==> src/rtl/store_formatter_if.sv <==
// store_formatter_if: LSU request side and memory write-beat side
// of the store formatter, grouped as one handshake bundle.
interface store_formatter_if;
  logic        req_valid;
  logic        req_ready;
  logic [31:0] req_addr;
  logic [31:0] req_data;
  logic [1:0]  req_size;
  logic        mem_valid;
  logic        mem_ready;
  logic [31:0] mem_addr;
  logic [31:0] mem_wdata;
  logic [3:0]  mem_wstrb;

  modport slave (
    input  req_valid,
    input  req_addr,
    input  req_data,
    input  req_size,
    output req_ready,
    output mem_valid,
    output mem_addr,
    output mem_wdata,
    output mem_wstrb,
    input  mem_ready
  );

  modport master (
    output req_valid,
    output req_addr,
    output req_data,
    output req_size,
    input  req_ready,
    input  mem_valid,
    input  mem_addr,
    input  mem_wdata,
    input  mem_wstrb,
    output mem_ready
  );
endinterface

==> src/rtl/store_formatter.sv <==
// store_formatter: queues store requests and emits word-aligned write beats.
// Define MISALIGN_SPLIT_EN to split word-crossing stores into two beats.
module store_formatter #(
  parameter int DEPTH = 4
) (
  input  logic             clock,
  input  logic             reset,
  store_formatter_if.slave bus,
  output logic             misalign_err,
  output logic             busy
);
  localparam int AW = $clog2(DEPTH);

  typedef struct packed {
    logic [31:0] addr;
    logic [31:0] data;
    logic [1:0]  size;
  } req_t;

  req_t        r_fifo [DEPTH];
  logic [AW-1:0] r_wp;
  logic [AW-1:0] r_rp;
  logic [AW:0]   r_cnt;
  logic          r_err;

  logic        w_full;
  logic        w_empty;
  logic        w_bad;
  logic        w_push;
  logic        w_pop;
  logic        w_fire;
  req_t        w_head;
  logic [1:0]  w_off;
  logic [31:0] w_base;
  logic [31:0] w_val;
  logic [3:0]  w_mask;

  assign w_full        = r_cnt == (AW+1)'(DEPTH);
  assign w_empty       = r_cnt == '0;
  assign w_head        = r_fifo[r_rp];
  assign w_off         = w_head.addr[1:0];
  assign w_base        = {w_head.addr[31:2], 2'b00};
  assign bus.req_ready = !w_full;
  assign bus.mem_valid = !w_empty;
  assign w_fire        = !w_empty & bus.mem_ready;
  assign w_push        = bus.req_valid & !w_full & !w_bad;
  assign misalign_err  = r_err;

  // Decide at accept time whether a request must be dropped.
  always_comb begin
    w_bad = 1'b0;
    unique case (1'b1)
      bus.req_size == 2'd3: w_bad = 1'b1;
`ifndef MISALIGN_SPLIT_EN
      bus.req_size == 2'd1: w_bad = bus.req_addr[0];
      bus.req_size == 2'd2: w_bad = |bus.req_addr[1:0];
`endif
      default: w_bad = 1'b0;
    endcase
  end

  // Size-mask the head data and pick its byte-lane mask.
  always_comb begin
    w_val  = w_head.data;
    w_mask = 4'b1111;
    case (w_head.size)
      2'd0: begin
        w_val  = {24'h0, w_head.data[7:0]};
        w_mask = 4'b0001;
      end
      2'd1: begin
        w_val  = {16'h0, w_head.data[15:0]};
        w_mask = 4'b0011;
      end
      default: ;
    endcase
  end

  // Store accepted requests; entries need no reset.
  always_ff @(posedge clock) begin
    if (w_push) begin
      r_fifo[r_wp] <= {bus.req_addr, bus.req_data, bus.req_size};
    end
  end

  // FIFO pointers, occupancy and the drop pulse.
  always_ff @(posedge clock) begin
    if (reset) begin
      r_wp  <= '0;
      r_rp  <= '0;
      r_cnt <= '0;
      r_err <= 1'b0;
    end else begin
      r_err <= bus.req_valid & !w_full & w_bad;
      if (w_push) r_wp <= r_wp + AW'(1);
      if (w_pop)  r_rp <= r_rp + AW'(1);
      case ({w_push, w_pop})
        2'b10:   r_cnt <= r_cnt + (AW+1)'(1);
        2'b01:   r_cnt <= r_cnt - (AW+1)'(1);
        default: ;
      endcase
    end
  end

`ifdef MISALIGN_SPLIT_EN
  typedef enum logic {ST_FIRST, ST_SECOND} state_t;

  state_t      r_state;
  logic [63:0] w_d;
  logic [7:0]  w_s;
  logic        w_split;

  assign w_d     = {32'h0, w_val} << {w_off, 3'b000};
  assign w_s     = {4'h0, w_mask} << w_off;
  assign w_split = |w_s[7:4];
  assign w_pop   = w_fire & ((r_state == ST_SECOND) | !w_split);
  assign busy    = !w_empty | (r_state == ST_SECOND);

  // Beat mux: low word in FIRST, spill-over word in SECOND.
  always_comb begin
    bus.mem_addr  = w_base;
    bus.mem_wdata = w_d[31:0];
    bus.mem_wstrb = w_s[3:0];
    if (r_state == ST_SECOND) begin
      bus.mem_addr  = w_base + 32'd4;
      bus.mem_wdata = w_d[63:32];
      bus.mem_wstrb = w_s[7:4];
    end
  end

  // Two-beat sequencer for word-crossing stores.
  always_ff @(posedge clock) begin
    if (reset) begin
      r_state <= ST_FIRST;
    end else if (w_fire) begin
      unique case (r_state)
        ST_FIRST:  if (w_split) r_state <= ST_SECOND;
        ST_SECOND: r_state <= ST_FIRST;
      endcase
    end
  end
`else
  logic [31:0] w_d;
  logic [3:0]  w_s;

  assign w_d           = w_val << {w_off, 3'b000};
  assign w_s           = w_mask << w_off;
  assign w_pop         = w_fire;
  assign busy          = !w_empty;
  assign bus.mem_addr  = w_base;
  assign bus.mem_wdata = w_d;
  assign bus.mem_wstrb = w_s;
`endif

endmodule

==> src/flat_wrapper.sv <==
// flat-port wrapper written by rule: the top's interface ports become plain ports
module store_formatter_flat 
#(
  parameter int DEPTH = 4
)
  (clock, reset, misalign_err, busy, bus_req_valid, bus_req_addr, bus_req_data, bus_req_size, bus_req_ready, bus_mem_valid, bus_mem_addr, bus_mem_wdata, bus_mem_wstrb, bus_mem_ready);
  store_formatter_if bus_i ();
  input  logic clock;
  input  logic reset;
  output logic misalign_err;
  output logic busy;
  input wire logic [$bits(bus_i.req_valid)-1:0] bus_req_valid;
  input wire logic [$bits(bus_i.req_addr)-1:0] bus_req_addr;
  input wire logic [$bits(bus_i.req_data)-1:0] bus_req_data;
  input wire logic [$bits(bus_i.req_size)-1:0] bus_req_size;
  output wire logic [$bits(bus_i.req_ready)-1:0] bus_req_ready;
  output wire logic [$bits(bus_i.mem_valid)-1:0] bus_mem_valid;
  output wire logic [$bits(bus_i.mem_addr)-1:0] bus_mem_addr;
  output wire logic [$bits(bus_i.mem_wdata)-1:0] bus_mem_wdata;
  output wire logic [$bits(bus_i.mem_wstrb)-1:0] bus_mem_wstrb;
  input wire logic [$bits(bus_i.mem_ready)-1:0] bus_mem_ready;
  assign bus_i.req_valid = bus_req_valid;
  assign bus_i.req_addr = bus_req_addr;
  assign bus_i.req_data = bus_req_data;
  assign bus_i.req_size = bus_req_size;
  assign bus_req_ready = bus_i.req_ready;
  assign bus_mem_valid = bus_i.mem_valid;
  assign bus_mem_addr = bus_i.mem_addr;
  assign bus_mem_wdata = bus_i.mem_wdata;
  assign bus_mem_wstrb = bus_i.mem_wstrb;
  assign bus_i.mem_ready = bus_mem_ready;
  store_formatter #(.DEPTH(DEPTH)) u_core (.clock(clock), .reset(reset), .bus(bus_i), .misalign_err(misalign_err), .busy(busy));
endmodule
==> config.mk <==
export PLATFORM = sky130hd
export DESIGN_NAME = store_formatter_flat
export DESIGN_NICKNAME = d
export VERILOG_FILES = /design/src/rtl/store_formatter_if.sv /design/src/rtl/store_formatter.sv /design/src/flat_wrapper.sv
export SDC_FILE = /design/constraint.sdc
export NUM_CORES = 1
export LEC_CHECK = 0
export CELL_PAD_IN_SITES_DETAIL_PLACEMENT = 1
export CELL_PAD_IN_SITES_GLOBAL_PLACEMENT = 1
export CORE_MARGIN = 2
export CORE_UTILIZATION = 40
export DETAILED_ROUTE_END_ITERATION = 10
export PLACE_DENSITY = 0.7
export RECOVER_POWER = 50
export SKIP_LAST_GASP = 1
export SLEW_MARGIN = 20
export SYNTH_ARGS = -nofsm -noshare
export SYNTH_HDL_FRONTEND = slang
export SYNTH_SLANG_ARGS = --single-unit
export TNS_END_PERCENT = 50
==> constraint.sdc <==
create_clock -name clock -period 3.45 [get_ports clock]
set_input_delay 0.69 -clock clock [delete_from_list [all_inputs] [get_ports clock]]
set_output_delay 0.69 -clock clock [all_outputs]
set_load 0.02 [all_outputs]
======== After elaboration in Yosys (flattened, before gate mapping) ========
Memories as Yosys holds them, arrays and structs flattened. A register that Yosys moved wholly into a read port is not among the register bits.
Index checks and enable logic that the tools add are counted.
storage, ports and cells
  bits in registers ....................... 8
  latch bits .............................. 0
  bits in writable memories ............... 264
  ROM bits ................................ 0
  bits of input ports ..................... 70
  output and inout bits ................... 72
  logic and storage cells ................. 37
  memories ................................ 1
operators by class
  $add $sub $neg .......................... 4
  $mul .................................... 0
  divide/modulo/power cells ............... 0
  magnitude comparators ................... 0
  eq/ne operators ......................... 7
  shift-type cells ........................ 2
  muxes and demuxes ....................... 8
  bitwise operators ....................... 4
  reductions and logical operators ........ 7
memories
  name           words  width  read ports  clocked after memory_dff  write ports  RTL line               RTL
  u_core.r_fifo  4      66     1           1                         1            store_formatter.sv:20  req_t r_fifo [DEPTH];
operators by type and width
  operator               count
  $pmux W32 S2           1
  $shl A32 B5 Y32        1
  $pmux W4 S2            1
  $eq A2 B1 Y1 const B   3
  $eq A2 B2 Y1 const B   3
  $pmux W3 S2            1
  $add A2 B1 Y2 const B  2
  $and A1 B1 Y1          4
  $mux W2                2
  $shl A4 B2 Y4          1
  $add A3 B1 Y3 const B  1
  $eq A3 B3 Y1 const B   1
  $logic_not A1 Y1       3
  $logic_not A3 Y1       1
  $pmux W1 S3            1
  $sub A3 B1 Y3 const B  1
  $logic_not A2 Y1       1
  $mux W1                2
  $reduce_bool A2 Y1     1
  $reduce_or A2 Y1       1

======== Longest topological paths before layout ========
Gate-level depths: netlist (run 1).
  depth in word-level cells ............... 6
  mapped depth ............................ 10
  depth with buffers taken out ............ 10

======== Least setup slack after synthesis (run 1) ========
Ideal clock, no wire load.
  path type ............................... input port to flip-flop
  start point ............................. input bus_req_addr[1]
  end point ............................... memory u_core.r_fifo[0][0] (netlist name) (enable)
  setup time .............................. 0.431 ns
  arrival ................................. 2.673 ns
  data required time ...................... 3.019 ns
  slack ................................... 0.346 ns
  stages on the path ...................... 4
  buffers on the path ..................... 0
  path through ............................ nor3_1 -> nor2_1 -> nor2_1 -> and2_1
on the way
  longest elaborated chain between the ends .. 6
RTL lines
  element                        RTL line               RTL
  start: declaration             flat_wrapper.sv:13     input wire logic [$bits(bus_i.req_addr)-1:0] bus_req_addr;
  $reduce_or A2 Y1               store_formatter.sv:56  bus.req_size == 2'd2: w_bad = |bus.req_addr[1:0];
  $pmux W1 S3                    store_formatter.sv:52  unique case (1'b1)
  $logic_not A1 Y1               store_formatter.sv:46  assign w_push = bus.req_valid & !w_full & !w_bad;
  $and A1 B1 Y1                  store_formatter.sv:46
  $mux W1                        store_formatter.sv:81  if (w_push) begin
  $mux W1 (not written as such)  store_formatter.sv:82  r_fifo[r_wp] <= {bus.req_addr, bus.req_data, bus.req_size};
  end: declaration               store_formatter.sv:20
No other way between the ends.

==> impl_metrics.csv, run 1 <==
group,metric,value,unit
run_status,status,"complete, but fails checks",
run_status,violations,"setup timing",
floorplan,dieArea,28100,µm²
synthesis,synth_area_leaders,"edfxtp_1 (74%), mux4_2 (14%), dfxtp_1 (1.9%)",
finish,area_delta_synth_final,27.2,%
clocking,cts.clk_slew.worst_paths,0.06,ns
drt,drt-wirelength-per-cell,22.4,µm
drt,drc,0,
setup_path,slowest_delay,0.65,ns
floorplan,die_x,168,µm
clocking,clkSinkCount,274,
floorplan,io-pin-count,142,
grt,overflow,0,
synthesis,avgSynthCellArea,21.6,µm²
place,port_buffers,139,
run,maxCapViolCount,0,
setup_path,cp_max_fo,25,
setup_path,cp.required,2.76,ns
hold_path,min_path_type,"flip-flop to flip-flop",
synthesis,synthArstFlopShare,0,
drt,drtIter0Drc,293,
clocking,cts_max_path_buffers,3,
clocking,clockRootBuffer,"clkbuf_16",
sta,min_period_over_period,1.01,
synthesis,synth_edf_count,264,
setup_path,path_common_cell,"buf_4",
setup_path,path_class,"flip-flop to output pin",
pwr,powerDensity,719,nW/µm²
pwr,power,9800,µW
sta,finalMaxSlewViolations,0,
sta,skew,0.0285,ns
hold_path,holdPathStages,2,
synthesis,yosysTopAreaCell,"edfxtp_1",
grt,grt_pass1_vias,5925,
synthesis,yosysTopAreaCellShare,0.739,
sta,setup_viol,1,
pwr,leakage,0.00452,µW
grt,grt_max_degree,39,
place,dp_hpwl,15500,µm
synthesis,synth-main-ff-cell,"edfxtp_1",
synthesis,synthesis.area,10700,µm²
clocking,ctsHoldBuffers,0,
floorplan,core,26200,µm²
drt,drt-pass1-iter-count,6,
grt,grt_pass1_wl,35300,µm
sta,layout_setup_ws,-0.0462,ns
sta,min_period,3.50,ns
setup_path,start_kind,"flip-flop",
clocking,cts-htree-levels,1,
floorplan,initial_core_util,0.409,
setup_path,path_cells,"buf_4 > mux2_2 > buf_4 > o22ai_1 > clkdlybuf4s50_1",
synthesis,yosysMostFrequentCell,"edfxtp_1",
synthesis,yosysWarnings,0,
pwr,vdd_drop_max,0.000408,V
sta,fin_setup_tns,-0.0462,ns
drt,final_antenna_net_count,0,
drt,viasPerCell,5.27,
grt,antenna_found_initial,8,
clocking,cts_buffers,28,
setup_path,worstSetupEndpointType,"output pin",
drt,drt-total-wl,23100,µm
setup_path,rr_worst_depth,5,
synthesis,ys_seq_elements,274,
setup_path,arrival,2.81,ns
finish,fill_cells,2364,
place,gp_congestion,0.799,
finish,nNetsFinal,756,
floorplan,rows,59,
sta,finalHoldViolCount,0,
clocking,cts_tree,"yes",
finish,drive_gt1_frac,0.230,
setup_path,crit_slowest_cell,"clkdlybuf4s50_1",
synthesis,ys_seq_area_frac,0.758,
sta,grt_setup_unrepaired,"true",
grt,grt_usage,0.165,
sta,slew_headroom,0.0973,
floorplan,dieHeight,168,µm
drt,vias,5453,
sta,worst_slew_pin_slew,1.35,ns
setup_path,reg2reg_slack,0.72,ns
synthesis,yosysUniqueCellTypes,40,
sta,max_freq,286,MHz
synthesis,synth_common_cells,"edfxtp_1 (264), mux4_2 (66), and2_1 (21), nor2_1 (20)",
clocking,clk_latency,0.55,ns
synthesis,syn-instance-count,496,
[sequential cells by signal (all words and copies together), names as in the netlist, named ones only]
| name | cells |
|---|---|
| u_core.r_fifo | 264 |
| u_core.r_cnt | 3 |
| u_core.r_rp | 2 |
| u_core.r_wp | 2 |
| u_core.misalign_err | 1 |
[cell families (layout without fill, tap and decap cells)]
| family | after synthesis | after routing | share of synthesized area |
|---|---|---|---|
| AO/OA/AOI/OAI | 38 | 38 | 0.0294 |
| XOR/XNOR | 5 | 5 | 0.00409 |
| adder cells (fa/ha/maj) | 6 | 6 | 0.00770 |
| buffers and inverters | 31 | 231 | 0.0201 |
| flip-flops | 274 | 274 | 0.758 |
| multiplexers | 78 | 78 | 0.150 |
| other | 1 | 5 | 0.000350 |
| AND/OR/NAND/NOR | 63 | 63 | 0.0303 |
[worst paths after layout]
kind / startpoint / end
max: flip-flop / bus_mem_wdata[25]
min: u_core.r_rp[1] / u_core.r_rp[1]
max reg2reg: u_core.r_cnt[0] / u_core.r_fifo[3][45]
min reg2reg: u_core.r_rp[1] / u_core.r_rp[1]
[timing repair]
item	4_1_cts	5_1_grt
buffers inserted	3	16
endpoints found under the setup margin	34	22
cloned	0	1
gates resized for setup	15	11
pin swaps	0	0
[layer usage]
metal  track usage  wire length [µm]
met5             0                47
met4        0.0454               381
met3        0.0352              1280
met2         0.282             11800
met1         0.214              9670
[cell type report]
type	count	area, µm²	area share
sequential	274	8140	0.597
inverter	7	27.5	0.00202
multi-input combinational	192	2400	0.176
tap	335	419	0.0307
clock buffer	32	716	0.0525
clock inverter	15	115	0.00844
antenna	3	7.51	0.000551
timing repair buffer	177	1820	0.133
[cells in the final DEF, fill, tap and decap left out, drive strengths merged, types with 5 or more instances in the layout]
master | netlist | routed
mux4 | 66 | 66
a31oi | 8 | 8
inv | 7 | 7
a32oi | 5 | 5
edfxtp | 264 | 264
clkinv | 0 | 14
buf | 21 | 37
dlymetal6s2s | 0 | 9
mux2i | 11 | 11
o22ai | 8 | 8
dfxtp | 10 | 10
nand2 | 11 | 11
clkdlybuf4s50 | 0 | 52
dlygate4sd2 | 0 | 10
ha | 5 | 5
dlygate4sd3 | 0 | 68
clkbuf | 3 | 33
a21oi | 6 | 6
and2 | 21 | 21
nor2 | 21 | 21
[where the power goes]
part | leakage (µW) | internal [µW] | switching [µW]
Clock | 0.000409 | 1560 | 1190
Combinational | 0.00164 | 1560 | 1630
Sequential | 0.00248 | 3800 | 66.0
[worst max-delay path, delay by kind of cell, from the launching register on]
kind	cells	cell delay (ns)
multiplexers	1	0.47
AO/OA/AOI/OAI	1	0.19
flip-flops	1	0.39
buffers and inverters	3	1.20
[per-stage QoR]
stage / std cells / cell area (µm²) / hold WS, ns / util / setup WS (ns)
floorplan: 497 / 10700 / 0.475 / - / 0.346
global placement: 965 / 12600 / 0.492 / 0.481 / 0.370
detailed placement: 965 / 12600 / 0.529 / 0.481 / 0.289
CTS: 1015 / 13500 / 0.544 / 0.514 / -0.195
global route: 1033 / 13600 / 0.577 / 0.520 / -0.147
finish: 1035 / 13600 / 0.538 / 0.520 / -0.0462
(Power assumes the default switching activity.)
==> run 2: changes to the inputs <==
- CELL_PAD_IN_SITES_DETAIL_PLACEMENT: 1 -> not set
- CELL_PAD_IN_SITES_GLOBAL_PLACEMENT: 1 -> not set
- PLACE_DENSITY: 0.7 -> 0.63
==> run 2 against run 1 <==
  * The run ends with capacitance limit, slew limit, setup timing left
  * Cell area shrank 0.17%
  * Critical path depth stayed put
  * Clock power is 10% higher
  * Hold slack improved by 0.016 ns
  * Sequential share of layout area rose by 0.10 points
  * Via count down 0.15%
  * Wire length is 0.62% lower
  * Fmax down 0.82%
  * Clock skew decreased by 0.021 ns
  * Critical path type unchanged
  * Critical endpoint is now bus_mem_wdata[26]
==> impl_metrics.csv, run 2 (synthesis gave the netlist of run 1 again) <==
group,metric,value,unit
run_status,status,"complete, but fails checks",
run_status,violations,"capacitance limit, slew limit, setup timing",
sta,finalHoldViolCount,0,
place,dp.cells,963,
sta,setup_viol,11,
clocking,clkSinkCount,274,
setup_path,critPathBufInv,2,
floorplan,io-pin-count,142,
grt,grt_pass1_vias,5815,
finish,largest-register,"u_core.r_fifo",
pwr,power,9980,µW
place,dp_hpwl,14700,µm
hold_path,holdPathStages,2,
grt,antenna_found_initial,5,
place,gp_congestion,0.836,
floorplan,core,26200,µm²
sta,min_period_over_period,1.02,
finish,nNetsFinal,740,
sta,slew_headroom,-0.114,
floorplan,dieArea,28100,µm²
setup_path,cp_max_fo,14,
setup_path,reg2reg_from,"u_core.r_cnt[0]",
finish,fill_cells,2061,
finish,layoutNonFillerInstCount,1025,
setup_path,slowest_delay,0.65,ns
sta,hold-worst-slack,0.554,ns
sta,layout_setup_ws,-0.0749,ns
setup_path,arrival,2.83,ns
drt,vias,5445,
pwr,vdd_drop_max,0.000397,V
clocking,cts_buffers,29,
place,port_buffers,139,
clocking,cts-htree-levels,1,
finish,drive_gt1_frac,0.220,
drt,drt-wirelength-per-cell,22.4,µm
pwr,powerDensity,733,nW/µm²
sta,worst_slew_pin_slew,1.67,ns
floorplan,initial_core_util,0.409,
finish,layout_common_cells,"edfxtp_1 (264), dlygate4sd3_1 (68), mux4_2 (66), clkdlybuf4s50_1 (59), clkbuf_16 (29)",
setup_path,rr_worst_depth,5,
sta,max_freq,284,MHz
hold_path,worstHoldStart,"u_core.r_rp[0]",
finish,largest_reg_flops,264,
floorplan,rows,59,
drt,drtIter0Drc,488,
sta,fin_setup_tns,-0.373,ns
finish,area_delta_synth_final,27.0,%
drt,final_antenna_net_count,0,
finish,reg.largest.list,"u_core.r_fifo (264), u_core.r_cnt (3)",
clocking,cts_max_path_buffers,3,
grt,grt_max_degree,33,
setup_path,path_cells,"mux4_2 > buf_4 > mux2i_1 > o22ai_1 > clkdlybuf4s50_1",
drt,viasPerCell,5.31,
setup_path,start_kind,"flip-flop",
sta,finalMaxSlewViolations,16,
setup_path,crit_slowest_cell,"mux4_2",
clocking,clk_latency,0.53,ns
drt,drt-pass1-iter-count,6,
grt,grt_pass1_wl,35000,µm
setup_path,cpLargestDelayFamily,"buffers and inverters",
setup_path,path_class,"flip-flop to output pin",
grt,grt_usage,0.165,
sta,grt_setup_unrepaired,"true",
drt,drc,0,
drt,drt-total-wl,23000,µm
pwr,leakage,0.00440,µW
clocking,cts.clk_slew.worst_paths,0.06,ns
floorplan,dieHeight,168,µm
sta,min_period,3.52,ns
setup_path,cp.required,2.76,ns
setup_path,worstSetupEndpointType,"output pin",
sta,skew,0.00711,ns
clocking,clockRootBuffer,"clkbuf_16",
setup_path,r2r-end,"u_core.r_fifo[1][40]",
finish,final_common_cell,"edfxtp_1",
clocking,cts_tree,"yes",
grt,overflow,0,
setup_path,reg2reg_slack,0.59,ns
clocking,ctsHoldBuffers,0,
hold_path,min_path_type,"flip-flop to flip-flop",
place,place_ws,0.254,ns
hold_path,timing.hold.worst_endpoint,"u_core.r_rp[0]",
floorplan,die_x,168,µm
run,maxCapViolCount,1,
-- run 2: changes by cell type in the layout (fill, tap and decap cells not counted), moves of 2 or more --
cell             previous run  this run
buf_4                      27        10
bufinv_16                   1         3
clkbuf_1                    4         7
clkdlybuf4s50_1            52        59
clkinv_1                    6         2
clkinv_2                    5         8
dlymetal6s2s_1              9         2
-- run 2: worst max-delay path by stage --
stage,start,end,slack [ns],cells past startpoint
final,flip-flop,bus_mem_wdata[26],-0.07,5
after global routing,flip-flop,bus_mem_wdata[26],-0.18,5
after CTS,flip-flop,bus_mem_wdata[26],-0.11,5
after detailed placement,bus_req_addr[0],u_core.r_cnt[2],0.25,11
after global placement,bus_req_addr[0],u_core.r_cnt[2],0.41,11
after floorplan,bus_req_addr[1],u_core.r_fifo[0][0],0.35,4
-- run 2: final cells by class --
type	instances	area, µm²	share of cell area
Clock inverter	17	171	0.0126
Sequential cell	274	8140	0.598
Timing Repair Buffer	159	1650	0.121
Clock buffer	37	766	0.0562
Antenna cell	3	7.51	0.000551
Inverter	7	28.8	0.00211
Multi-Input combinational cell	193	2440	0.179
Tap cell	335	419	0.0308
-- run 2: timing repair --
action / in CTS / in global routing
setup endpoints to repair: 34 / 24
cloned: 1 / 0
buffers inserted: 3 / 1
hold endpoints to repair: 0 / 0
gates resized for setup: 15 / 7
-- run 2: worst register-to-register path: stages (launching register included) --
cell and delay (ns):
dfxtp_1 0.42, or3b_2 0.17, nand2_1 0.07, nor2_1 0.25, and2_0 1.30, buf_12 0.31
-- run 2: routing by layer --
layer / vias to the layer above / track usage / part of all wire
li1: 2409 / - / -
met1: 2815 / 0.216 / 0.42
met2: 188 / 0.281 / 0.50
met3: 29 / 0.0376 / 0.064
met4: 4 / 0.0435 / 0.018
met5: - / 0 / 0.0012
-- run 2: where the power goes --
| group | internal (µW) | switching (µW) |
|---|---|---|
| Combinational | 1470 | 1610 |
| Clock | 1800 | 1230 |
| Sequential | 3800 | 75.8 |
| Total | 7060 | 2910 |
-- run 2: per-stage QoR --
stage / utilization / cell area (µm²)
floorplan: - / 10700
global placement: 0.480 / 12600
detailed placement: 0.480 / 12600
CTS: 0.518 / 13600
global route: 0.519 / 13600
finish: 0.519 / 13600
==> run 3: changes to the inputs <==
- SKIP_CTS_REPAIR_TIMING: not set -> 1
==> run 3 against run 2 <==
  * The flow still finishes with violations (capacitance limit, slew limit, setup timing)
  * Largest power group unchanged
  * Sequential share of layout area decreased by 0.43 points
  * Total power rose by 1.2%
  * Worst setup slack worse by 0.018 ns
==> impl_metrics.csv, run 3 (synthesis gave the netlist of run 1 again) <==
group,metric,value,unit
floorplan,io-pin-count,142,
sta,layout_setup_ws,-0.0924,ns
finish,reg.largest.list,"u_core.r_fifo (264), u_core.r_cnt (3)",
floorplan,initial_core_util,0.409,
run,maxCapViolCount,1,
finish,multi_input_area,2430,µm²
sta,skew,0.00824,ns
sta,slew_headroom,-0.117,
setup_path,path_class,"flip-flop to output pin",
sta,fin_setup_tns,-0.503,ns
drt,drt-total-wl,23200,µm
setup_path,path_cells,"mux4_2 > buf_4 > mux2i_1 > o22ai_1 > clkdlybuf4s50_1",
finish,largest-register,"u_core.r_fifo",
grt,gr-usage-met1,0.215,
sta,min_period,3.54,ns
clocking,clk_latency,0.54,ns
sta,finalMaxSlewViolations,16,
place,dp.cells,963,
hold_path,min_path_type,"flip-flop to flip-flop",
grt,met2_usage,0.280,
drt,drt-wirelength-per-cell,22.6,µm
clocking,cts_max_path_buffers,3,
grt,grt_pass1_wl,34800,µm
grt,grt-busiest-layer,"met2",
floorplan,dieArea,28100,µm²
drt,drtIter0Drc,477,
run_status,status,"complete, but fails checks",
clocking,cts_buffers,29,
setup_path,start_kind,"flip-flop",
clocking,cts-htree-levels,1,
drt,drc,0,
pwr,powerDensity,736,nW/µm²
finish,fill_cells,2048,
grt,overflow,0,
setup_path,cp_max_fo,14,
clocking,cts_tree,"yes",
setup_path,slowest_delay,0.65,ns
floorplan,rows,59,
sta,grt_setup_unrepaired,"true",
floorplan,die_x,168,µm
finish,largest_reg_flops,264,
setup_path,cp.required,2.76,ns
clocking,clkSinkCount,274,
run_status,violations,"capacitance limit, slew limit, setup timing",
place,gp_congestion,0.836,
grt,grt_max_degree,33,
grt,grt_usage,0.164,
floorplan,dieHeight,168,µm
finish,final_common_cell,"edfxtp_1",
finish,drive_gt1_frac,0.225,
setup_path,critPathBufInv,2,
finish,layout_common_cells,"edfxtp_1 (264), dlygate4sd3_1 (68), mux4_2 (66), clkdlybuf4s50_1 (58), clkbuf_16 (30)",
sta,max_freq,282,MHz
sta,worst_slew_pin_slew,1.68,ns
finish,ff_latch_area,8140,µm²
drt,vias,5420,
sta,setup_viol,16,
setup_path,crit_slowest_cell,"mux4_2",
clocking,clockRootBuffer,"clkbuf_16",
clocking,cts.clk_slew.worst_paths,0.06,ns
pwr,vdd_drop_max,0.000383,V
grt,antenna_found_initial,5,
drt,final_antenna_net_count,0,
place,dp_hpwl,14700,µm
sta,min_period_over_period,1.03,
finish,utilization,0.523,
setup_path,arrival,2.85,ns
pwr,leakage,0.00455,µW
sta,finalHoldViolCount,0,
drt,viasPerCell,5.26,
drt,drt-pass1-iter-count,5,
setup_path,cpLargestDelayFamily,"buffers and inverters",
floorplan,core,26200,µm²
grt,met3_usage,0.0357,
finish,layoutNonFillerInstCount,1030,
grt,grt_pass1_vias,5793,
finish,nNetsFinal,745,
place,port_buffers,139,
finish,area_delta_synth_final,27.9,%
setup_path,worstSetupEndpointType,"output pin",
[run 3: changes by cell type in the layout (fill, tap and decap cells not counted), sizes merged]
cell           before  now
dlymetal6s2s        2   13
dlygate4sd2        10    0
buf                20   24
clkbuf             37   38
clkdlybuf4s50      59   58
[run 3: cell type report]
type | instances | area share
Multi-Input combinational cell | 193 | 0.177
Inverter | 7 | 0.00210
Clock buffer | 37 | 0.0558
Timing Repair Buffer | 164 | 0.128
Sequential cell | 274 | 0.593
Antenna cell | 3 | 0.000547
Clock inverter | 17 | 0.0125
Tap cell | 335 | 0.0306
[run 3: metrics by stage]
step | total power [µW] | setup WS (ns) | hold slack [ns] | area [µm²]
after floorplan | 5880 | 0.346 | 0.475 | 10700
after detailed placement | 7030 | 0.254 | 0.532 | 12600
after CTS | 10100 | -0.185 | 0.553 | 13500
after global routing | 10500 | -0.177 | 0.579 | 13700
after global placement | 6990 | 0.410 | 0.490 | 12600
final | 10100 | -0.0924 | 0.555 | 13700
[run 3: worst paths after layout]
check / startpoint / end / slack, ns / cells after the start
hold reg to reg: u_core.r_rp[0] / u_core.r_rp[0] / 0.55 / 2
hold / removal: u_core.r_rp[0] / u_core.r_rp[0] / 0.55 / 2
setup reg to reg: u_core.r_cnt[0] / u_core.r_fifo[1][8] / 0.60 / 5
setup / recovery: flip-flop / bus_mem_wdata[26] / -0.09 / 5
[run 3: worst reg2reg max path: cells and delay by family, from the launching register on]
family / cells / cell delay [ns]
and+or+nand+nor: 4 / 1.79
DFF: 1 / 0.42
buffers and inverters: 1 / 0.31
[run 3: power by group]
group / total [µW] / switching (µW) / internal (µW)
combinational: 3200 / 1640 / 1560
sequential: 3880 / 75.1 / 3800
clock: 3020 / 1220 / 1800
[run 3: metal layers]
metal | share of wire | vias up
met3 | 0.060 | 27
met5 | 0.00090 | -
met2 | 0.50 | 182
met4 | 0.016 | 4
li1 | - | 2418
met1 | 0.42 | 2789
